===== src/rtl/pwm_input_conditioner.sv =====
// PWM input front end: synchroniser, consecutive-sample glitch filter, edge strobes and loss-of-signal timeout.
// Optional macro PWM_COND_GLITCH_COUNT_EN compiles in the saturating rejected-glitch counter.
module pwm_input_conditioner #(
  parameter int SYNC_STAGES    = 2,
  parameter int FILTER_LEN     = 4,
  parameter int TIMEOUT_W      = 16,
  parameter int TIMEOUT_CYCLES = 65535
) (
  input  logic       clk,
  input  logic       rst,
  input  logic       pwm_raw,
  output logic       pwm_clean,
  output logic       rise_pulse,
  output logic       fall_pulse,
  output logic       signal_lost,
  output logic       stuck_level,
  output logic [7:0] glitch_count
);

  localparam int CNT_W = $clog2(FILTER_LEN) + 1;
  localparam logic [CNT_W-1:0]     FILT_LAST = CNT_W'(FILTER_LEN - 1);
  localparam logic [TIMEOUT_W-1:0] IDLE_MAX  = TIMEOUT_W'(TIMEOUT_CYCLES);
  localparam logic [TIMEOUT_W-1:0] IDLE_LAST = TIMEOUT_W'(TIMEOUT_CYCLES - 1);

  logic [SYNC_STAGES-1:0] sync_q;
  logic                   sync_out;
  logic [CNT_W-1:0]       filt_cnt;
  logic [TIMEOUT_W-1:0]   idle_cnt;
  logic                   differs;
  logic                   accept;

  always_ff @(posedge clk or posedge rst) begin
    if (rst) begin
      sync_q <= '0;
    end else begin
      sync_q <= {sync_q[SYNC_STAGES-2:0], pwm_raw};
    end
  end

  assign sync_out = sync_q[SYNC_STAGES-1];
  assign differs  = (sync_out != pwm_clean);
  assign accept   = differs && (filt_cnt == FILT_LAST);

  // A level change is taken only after FILTER_LEN consecutive differing samples.
  always_ff @(posedge clk or posedge rst) begin
    if (rst) begin
      pwm_clean  <= 1'b0;
      filt_cnt   <= '0;
      rise_pulse <= 1'b0;
      fall_pulse <= 1'b0;
    end else begin
      rise_pulse <= accept && sync_out;
      fall_pulse <= accept && !sync_out;
      if (!differs || accept) begin
        filt_cnt <= '0;
      end else begin
        filt_cnt <= filt_cnt + 1'b1;
      end
      if (accept) begin
        pwm_clean <= sync_out;
      end
    end
  end

  // Idle counter saturates; signal_lost is set on the edge that reaches the limit.
  always_ff @(posedge clk or posedge rst) begin
    if (rst) begin
      idle_cnt    <= '0;
      signal_lost <= 1'b0;
      stuck_level <= 1'b0;
    end else if (accept) begin
      idle_cnt    <= '0;
      signal_lost <= 1'b0;
    end else begin
      if (idle_cnt != IDLE_MAX) begin
        idle_cnt <= idle_cnt + 1'b1;
      end
      if (idle_cnt == IDLE_LAST) begin
        signal_lost <= 1'b1;
        stuck_level <= pwm_clean;
      end
    end
  end

`ifdef PWM_COND_GLITCH_COUNT_EN
  logic glitch;

  assign glitch = !differs && (filt_cnt != '0);

  always_ff @(posedge clk or posedge rst) begin
    if (rst) begin
      glitch_count <= 8'd0;
    end else if (glitch && (glitch_count != 8'hFF)) begin
      glitch_count <= glitch_count + 8'd1;
    end
  end
`else
  assign glitch_count = 8'd0;
`endif

endmodule


===== config.mk =====
export PLATFORM = sky130hd
export DESIGN_NAME = pwm_input_conditioner
export DESIGN_NICKNAME = d
export VERILOG_FILES = /design/src/rtl/pwm_input_conditioner.sv
export SDC_FILE = /design/constraint.sdc
export NUM_CORES = 1
export LEC_CHECK = 0
export ABC_AREA = 1
export BUFFER_PORTS_ARGS = -buffer_cell sky130_fd_sc_hd__buf_2
export CORE_ASPECT_RATIO = 0.7
export CORE_MARGIN = 2
export CORE_UTILIZATION = 44
export DETAILED_ROUTE_END_ITERATION = 7
export SYNTH_ARGS = -nofsm -noshare
export SYNTH_HDL_FRONTEND = slang
export SYNTH_SLANG_ARGS = --single-unit

===== constraint.sdc =====
create_clock -name clk -period 3.77 [get_ports clk]
set_input_delay 0.754 -clock clk [delete_from_list [all_inputs] [get_ports clk]]
set_output_delay 0.754 -clock clk [all_outputs]
set_load 0.05 [all_outputs]

# --- Word-level counts from Yosys, hierarchy flattened ---
# Cells that the tools add are included.
word_totals:
  wordCells: 29
  mem_count: 0
  output_inout_bits: 13
  latch_bits: 0
  reg_bits: 26
  ram_bits: 0
  in_bits: 3
  mem_bits_ro: 0
classes:
  order_cmp: 0
  shifts: 0
  multipliers: 0
  n_reduce_logical: 9
  bitwise_logic: 1
  n_eq_ne: 4
  n_mux: 5
  n_div: 0
  add_sub_neg: 2
op_table:
  columns: ["op", "n"]
  rows:
  - ["16-bit two-way mux", 2]
  - ["16-bit by 1-bit adder with 16-bit output, second input constant", 1]
  - ["16-bit equality test, second input constant", 1]
  - ["16-bit != test, second input constant", 1]
  - ["2-bit nonzero test", 2]
  - ["3-bit by 1-bit adder with 3-bit output, second input constant", 1]
  - ["3-bit by 2-bit equality test with 1-bit output, second input constant", 1]
  - ["1-bit logical AND", 3]
  - ["3-bit two-way mux", 1]
  - ["1-bit zero test", 2]
  - ["1-bit two-way mux", 2]
  - ["2-bit AND reduction", 1]
  - ["1-bit logical OR", 1]
  - ["1-bit != test", 1]
  - ["1-bit inverter", 1]

# --- Longest topological paths before layout ---
# Gate-level depths: netlist (run 1).
logic_depth:
  ltp_word: 4
  depth_mapped: 9
  mapped_depth_nobuf: 8

# --- Least setup slack after synthesis (run 1) ---
# No wires, ideal clock.
synth_path:
  path_type: "reg2reg"
  startpoint: "register filt_cnt[0]"
  endpoint: "register stuck_level"
  period_less_slack_ns: 1.475
  slack_ns: 2.295
  stages_incl_launch_ff: 10
  required_time_ns: 3.651
  arrival_ns: 1.356
  setup_ns: 0.119
  path_cell_list: "dfrtp_1 ha_1 ha_1 nand3_1 inv_1 nor2_4 buf_6 nand2_1 nand2_1 nand2_1"
synth_between:
  elab_chain_len: 4
synth_rtl:
  columns: ["element", "line_no", "rtl"]
  rows:
  - ["start, declared", "27", "logic [CNT_W-1:0] filt_cnt;"]
  - ["start signal, assigned", "57", "filt_cnt <= filt_cnt + 1'b1;"]
  - ["3-bit by 2-bit equality test with 1-bit output", "42", "assign accept = differs && (filt_cnt == FILT_LAST);"]
  - ["1-bit logical AND", "42", null]
  - ["1-bit inverter (no source line)", null, null]
  - ["2-bit AND reduction (no source line)", null, null]
  - ["end signal, assigned", "80", "stuck_level <= pwm_clean;"]
  - ["end, declared", "16", "output logic stuck_level,"]
# No other way between the ends.
# A chain may end at the register's enable or synchronous reset.

# --- Worst setup path in the final report (run 1) ---
layout_path:
  startpoint: "register filt_cnt[0]"
  endpoint: "register idle_cnt[0]"
layout_between:
  elab_chain_len: 3
  elab_cells_between_ends: 4
  classes_between: "eq/ne: 1; mux: 1; reduce/logical: 2"
layout_rtl:
  columns: ["element", "line_no", "rtl"]
  rows:
  - ["3-bit by 2-bit equality test with 1-bit output (*)", "42", null]
  - ["1-bit logical AND (*)", "42", null]
  - ["16-bit two-way mux or 2-bit nonzero test (tied branches)", null, null]
  - ["end signal, assigned", "76", "idle_cnt <= idle_cnt + 1'b1;"]
  - ["end, declared", "28", "logic [TIMEOUT_W-1:0] idle_cnt;"]
# Every way passes the cells marked *; elsewhere a longest branch is shown, timed or not.

==> results_dict.tcl, run 1 <==
set metrics [dict create \
    io_buffers 7 \
    endpoint_kind "flip-flop" \
    hold_class "reg -> reg" \
    r2r-start "filt_cnt[0]" \
    grt_max_degree 27 \
    seq_area_frac_synth_pct 43.19 \
    crit_fanout 21 \
    p_leak_nw 0.8672 \
    yosysTopAreaCell "dfrtp_1" \
    period_share_pct 49.72 \
    highest_layer "met4" \
    drt-total-wl_um 2778 \
    vias 1102 \
    min_from "sync_q[0]" \
    grt_usage_pct 17.00 \
    ir_drop_mv 0.2509 \
    drc_errors 0 \
    grt_pass1_vias 1031 \
    cts_buffer_depth 2 \
    setup_viol 0 \
    cp.arrival_ns 2.08 \
    cts_sinks 26 \
    grt-ovfl-total 0 \
    antennaDiodeCount 0 \
    ys_warn_count 0 \
    met2_length_um 1067 \
    clkPwrFrac_pct 19.0 \
    globalplace.congestion 0.8575 \
    root_buffer "clkbuf_8" \
    hold_buffers 0 \
    dp_hpwl_um 2091 \
    cts_setup_buffers 0 \
    nets 197 \
    die_y_um 52.96 \
    antenna_found_initial 0 \
    worstSkewPairLatency_ns 0.27 \
    grt_pass1_wl_um 4961 \
    fin_skew_ns 0.008238 \
    area_growth_pct 4.485 \
    dieArea_mm2 0.003915 \
    tritoncts "yes" \
    sw_frac_of_total_pct 39.43 \
    crit_buf_inv 1 \
    rr_worst_depth 7 \
    numCtsBuffers 3 \
    path_class "reg -> reg" \
    final_hold_viol_count 0 \
    die_w_um 73.94 \
    min_to "sync_q[1]" \
    yosys-top-cells-area "dfrtp_1 (43%), nand2_1 (9.7%), nand3_1 (6.6%)" \
    comb_power_share_pct 33.1 \
    setup_tns_ns 0 \
    maxSlewViolCount 0 \
    synth_top_area_share_pct 43.19 \
    crit_required_ns 3.97 \
    synth_area_mm2 0.001506 \
    pin_count 16 \
    maxCapViolations 0 \
    crit_path_start_kind "flip-flop" \
    cp_top_family "simple AND/OR/NAND/NOR gates" \
    clkTransAtPathRegs_ns 0.09 \
    viasPerCell 4.689 \
    synth.ff_latch_count 26 \
    layout_common_cells "nand2_1 (39), dfrtp_1 (26), nor2_1 (21)" \
    worst_pin_slew_ns 0.9580 \
    reg2reg_to "idle_cnt[0]" \
    p_seq_share_pct 47.9 \
    syn_avg_cell_area_um2 8.277 \
    slew-limit-headroom_pct 36.07 \
    max_freq_mhz 533.5 \
    syn-instance-count 182 \
    h-tree-depth 1 \
    min_period_ns 1.874 \
    wl_met1_um 1565 \
    cpPeakStageDelay_ns 0.43 \
    ant_nets 0 \
    worstPathCellList "ha_1, ha_1, nand3_1, inv_1, nor2_4, nand2_4, o21ai_1" \
    power.density_mw_per_mm2 524.2 \
    ys_types 24 \
    p_sw_uw 325.3 \
    rsz0062_at_grt "no" \
    slowest_stage "nor2_4" \
    drive_gt1_share_pct 17.55 \
    fp-row-count 17 \
    route.met3.wl_um 130 \
    cts_resized 0 \
    core_mm2 0.003212 \
    total_power_uw 825.1 \
    cpMostUsedCell "ha_1" \
    r2r_slack_ns 1.90 \
    drt-initial-drc-count 102 \
    intPower_uw 499.8 \
    routedWlPerCell_um 11.82 \
    holdPathStages 0 \
    run_status "complete, no violations" \
    final_common_cell "nand2_1" \
    start_util_pct 46.90 \
    drtPass1Iterations 4 \
]
[flip-flops by register name, summed over array words and instances, names as in the netlist]
name	cells
stuck_level	1
pwm_clean	1
sync_q	2
signal_lost	1
fall_pulse	1
idle_cnt	16
filt_cnt	3
rise_pulse	1
[layer usage]
| layer | vias to the layer above | track usage, % |
|---|---|---|
| li1 | 569 | - |
| met1 | 499 | 25.77 |
| met2 | 32 | 24.26 |
| met3 | 2 | 4.000 |
| met4 | 0 | 3.636 |
| met5 | - | 0 |
[synth_stat cells]
cell type,n
inv_1,17
nand2_2,9
inv_2,3
a21oi_1,1
nor2_4,3
or2_2,2
nor2_1,21
buf_4,8
nand2_4,3
xnor2_1,3
a21boi_0,1
nand2_1,39
nand3_1,20
conb_1,1
dfrtp_1,26
nor2_8,1
o21ai_1,3
ha_1,4
nand3_2,2
nand3b_1,1
o21bai_1,3
o21ai_0,2
buf_6,3
nand4_1,6
[final cells by class]
class | count | area [um2]
Tap cell | 47 | 58.81
Timing Repair Buffer | 7 | 35.03
Sequential cell | 26 | 650.6
Multi-Input combinational cell | 132 | 713.2
Inverter | 20 | 75.07
Fill cell | 301 | 1638
Clock buffer | 3 | 41.29
[worst max path at each step]
stage / end / slack, ns / depth (start not counted) / startpoint
2_1_floorplan: stuck_level / 2.30 / 9 / filt_cnt[0]
3_3_place_gp: idle_cnt[0] / 1.98 / 7 / filt_cnt[0]
3_5_place_dp: idle_cnt[0] / 1.89 / 7 / filt_cnt[0]
4_1_cts: idle_cnt[0] / 1.88 / 7 / filt_cnt[0]
5_1_grt: idle_cnt[0] / 1.75 / 7 / filt_cnt[0]
6_report: idle_cnt[0] / 1.90 / 7 / filt_cnt[0]
[stage by stage]
stage / area (um2) / worst slack (ns) / utilization, % / std cells / hold slack, ns
3_3_place_gp: 1533 / 1.979 / 47.72 / 232 / 0.3325
5_1_grt: 1574 / 1.755 / 49.01 / 235 / 0.3764
6_report: 1574 / 1.896 / 49.01 / 235 / 0.3517
3_5_place_dp: 1533 / 1.886 / 47.72 / 232 / 0.3358
4_1_cts: 1574 / 1.882 / 49.01 / 235 / 0.3558
2_1_floorplan: 1533 / 2.295 / - / 189 / 0.3312
[power groups by stage]
| stage | Sequential (mW) | Combinational [mW] | Clock (mW) |
|---|---|---|---|
| after floorplan | 0.408 | 0.213 | 0 |
| after global placement | 0.397 | 0.264 | 0 |
| after detailed placement | 0.398 | 0.273 | 0 |
| after CTS | 0.393 | 0.274 | 0.159 |
| after global routing | 0.404 | 0.304 | 0.174 |
| final | 0.395 | 0.273 | 0.156 |
[cells by family after synthesis]
kind of cell | share of synthesized area (%)
flops | 43.19
simple gates | 36.30
other cells | 0.2489
buf+inv | 11.21
xor+xnor | 1.745
fa+ha+maj | 3.322
compound gates | 3.986
No activity file was read; power rests on OpenSTA's default activity.
==> run 2, diff against run 1 <==
Clock period 3.77 ns to 1.95 ns, I/O delays scaled along.
==> results_dict.tcl, run 2 (synthesis gave the netlist of run 1 again) <==
set metrics [dict create \
    final_cells 238 \
    crit_start "filt_cnt[0]" \
    min_period_ns 1.672 \
    drive_gt1_share_pct 18.85 \
    power.density_mw_per_mm2 1031 \
    start_util_pct 46.90 \
    clkTransAtPathRegs_ns 0.09 \
    worstSkewPairLatency_ns 0.28 \
    crit_fanout 13 \
    antennaDiodeCount 0 \
    fin_skew_ns 0.001176 \
    hold_class "in -> async" \
    comb_power_share_pct 31.5 \
    crit_path_start_kind "flip-flop" \
    die_y_um 52.96 \
    globalplace.congestion 0.8218 \
    dp_hpwl_um 2095 \
    ant_nets 0 \
    maxSlewViolCount 0 \
    setup_viol 0 \
    ir_drop_mv 0.5374 \
    r2r-start "filt_cnt[0]" \
    largestRegisters "idle_cnt x16, filt_cnt x3, sync_q x2" \
    sw_frac_of_total_pct 38.79 \
    rr_worst_depth 8 \
    reg2reg_to "idle_cnt[0]" \
    max_freq_mhz 598.0 \
    cts_sinks 26 \
    area_growth_pct 6.396 \
    nets 199 \
    cp.arrival_ns 1.88 \
    routedWlPerCell_um 11.90 \
    numCtsBuffers 3 \
    place_inst 234 \
    root_buffer "clkbuf_8" \
    endpoint_kind "flip-flop" \
    io_buffers 7 \
    rsz0062_at_grt "no" \
    run_status "complete, no violations" \
    cts_resized 0 \
    dieArea_mm2 0.003915 \
    path_class "reg -> reg" \
    viasPerCell 4.731 \
    regArea_um2 650.6 \
    core_mm2 0.003212 \
    hold_buffers 0 \
    worstPathCellList "ha_1, ha_1, nand3_1, inv_1, nor2_4, buf_4, nand3_1, o21ai_1" \
    cts_buffer_depth 2 \
    tritoncts "yes" \
    p_leak_nw 0.8834 \
    r2r_slack_ns 0.28 \
    drt-initial-drc-count 62 \
    intPower_mw 1.012 \
    vias 1126 \
    cpPeakStageDelay_ns 0.39 \
    n_fill_cell 306 \
    cts_setup_buffers 0 \
    antenna_found_initial 0 \
    grt_max_degree 27 \
    p_seq_share_pct 46.7 \
    top_register "idle_cnt" \
    multi_input_area_um2 713.2 \
    setup_tns_ns 0 \
    final_common_cell "nand2_1" \
    die_w_um 73.94 \
    fp-row-count 17 \
    drtPass1Iterations 4 \
    h-tree-depth 1 \
    grt_pass1_wl_um 4857 \
    slowest_stage "dfrtp_1" \
    grt-ovfl-total 0 \
    pin_count 16 \
    crit_required_ns 2.16 \
    period_share_pct 85.75 \
    p_sw_uw 641.1 \
    layout_common_cells "nand2_1 (39), dfrtp_1 (26), nor2_1 (21)" \
    grt_pass1_vias 1026 \
    maxCapViolations 0 \
    drt-total-wl_um 2832 \
    largest_reg_flops 16 \
    final_hold_viol_count 0 \
    clkPwrFrac_pct 21.8 \
    crit_end "idle_cnt[0]" \
    drc_errors 0 \
    grt_usage_pct 17.34 \
]
[run 2: changes by cell type in the layout (fill, tap and decap cells not counted)]
cell / change
buf_4: +2
clkbuf_8: +1
[run 2: how the worst min path moves through the flow]
stage,startpoint,end,slack (ns)
after CTS,rst,filt_cnt[1],0.16
after floorplan,sync_q[0],sync_q[1],0.33
after global routing,rst,filt_cnt[1],0.18
final,rst,idle_cnt[3],0.15
after global placement,sync_q[0],sync_q[1],0.34
after detailed placement,sync_q[0],sync_q[1],0.37
[run 2: cell type report]
type                       instances  area share, %
inverter                          20          4.684
timing repair buffer               9          3.123
sequential                        26          40.59
clock buffer                       4          3.435
multi-input combinational        132          44.50
tap                               47          3.669
[run 2: power groups by stage]
stage               sequential, mW  combinational, mW  clock (mW)
floorplan                    0.788              0.411           0
global placement             0.770              0.523           0
detailed placement           0.777              0.526           0
CTS                          0.767              0.532       0.369
global route                 0.785              0.601       0.389
finish                       0.772              0.521       0.360
[run 2: per-layer routing]
layer	wire length, um	GRT usage [%]
met4	48	7.273
met1	1493	25.00
met3	174	4.571
met2	1115	24.26
met5	0	0
[run 2: critical path: cells and delay by family, from the launching register on]
| kind | cells | cell delay [ns] |
|---|---|---|
| AO/OA/AOI/OAI | 1 | 0.08 |
| AND/OR/NAND/NOR | 3 | 0.39 |
| buffers and inverters | 2 | 0.33 |
| adder cells (fa/ha/maj) | 2 | 0.41 |
| flip-flops | 1 | 0.39 |
[run 2: stage by stage]
| stage | setup WS [ns] | cell area, um2 | power, mW | utilization [%] | hold WS [ns] |
|---|---|---|---|---|---|
| after CTS | 0.2800 | 1603 | 1.667 | 49.90 | 0.1600 |
| final | 0.2778 | 1603 | 1.653 | 49.90 | 0.1479 |
| after detailed placement | 0.3074 | 1548 | 1.303 | 48.19 | 0.3734 |
| after floorplan | 0.4753 | 1533 | 1.199 | - | 0.3312 |
| after global placement | 0.3346 | 1548 | 1.293 | 48.19 | 0.3362 |
| after global routing | 0.09672 | 1603 | 1.775 | 49.90 | 0.1805 |
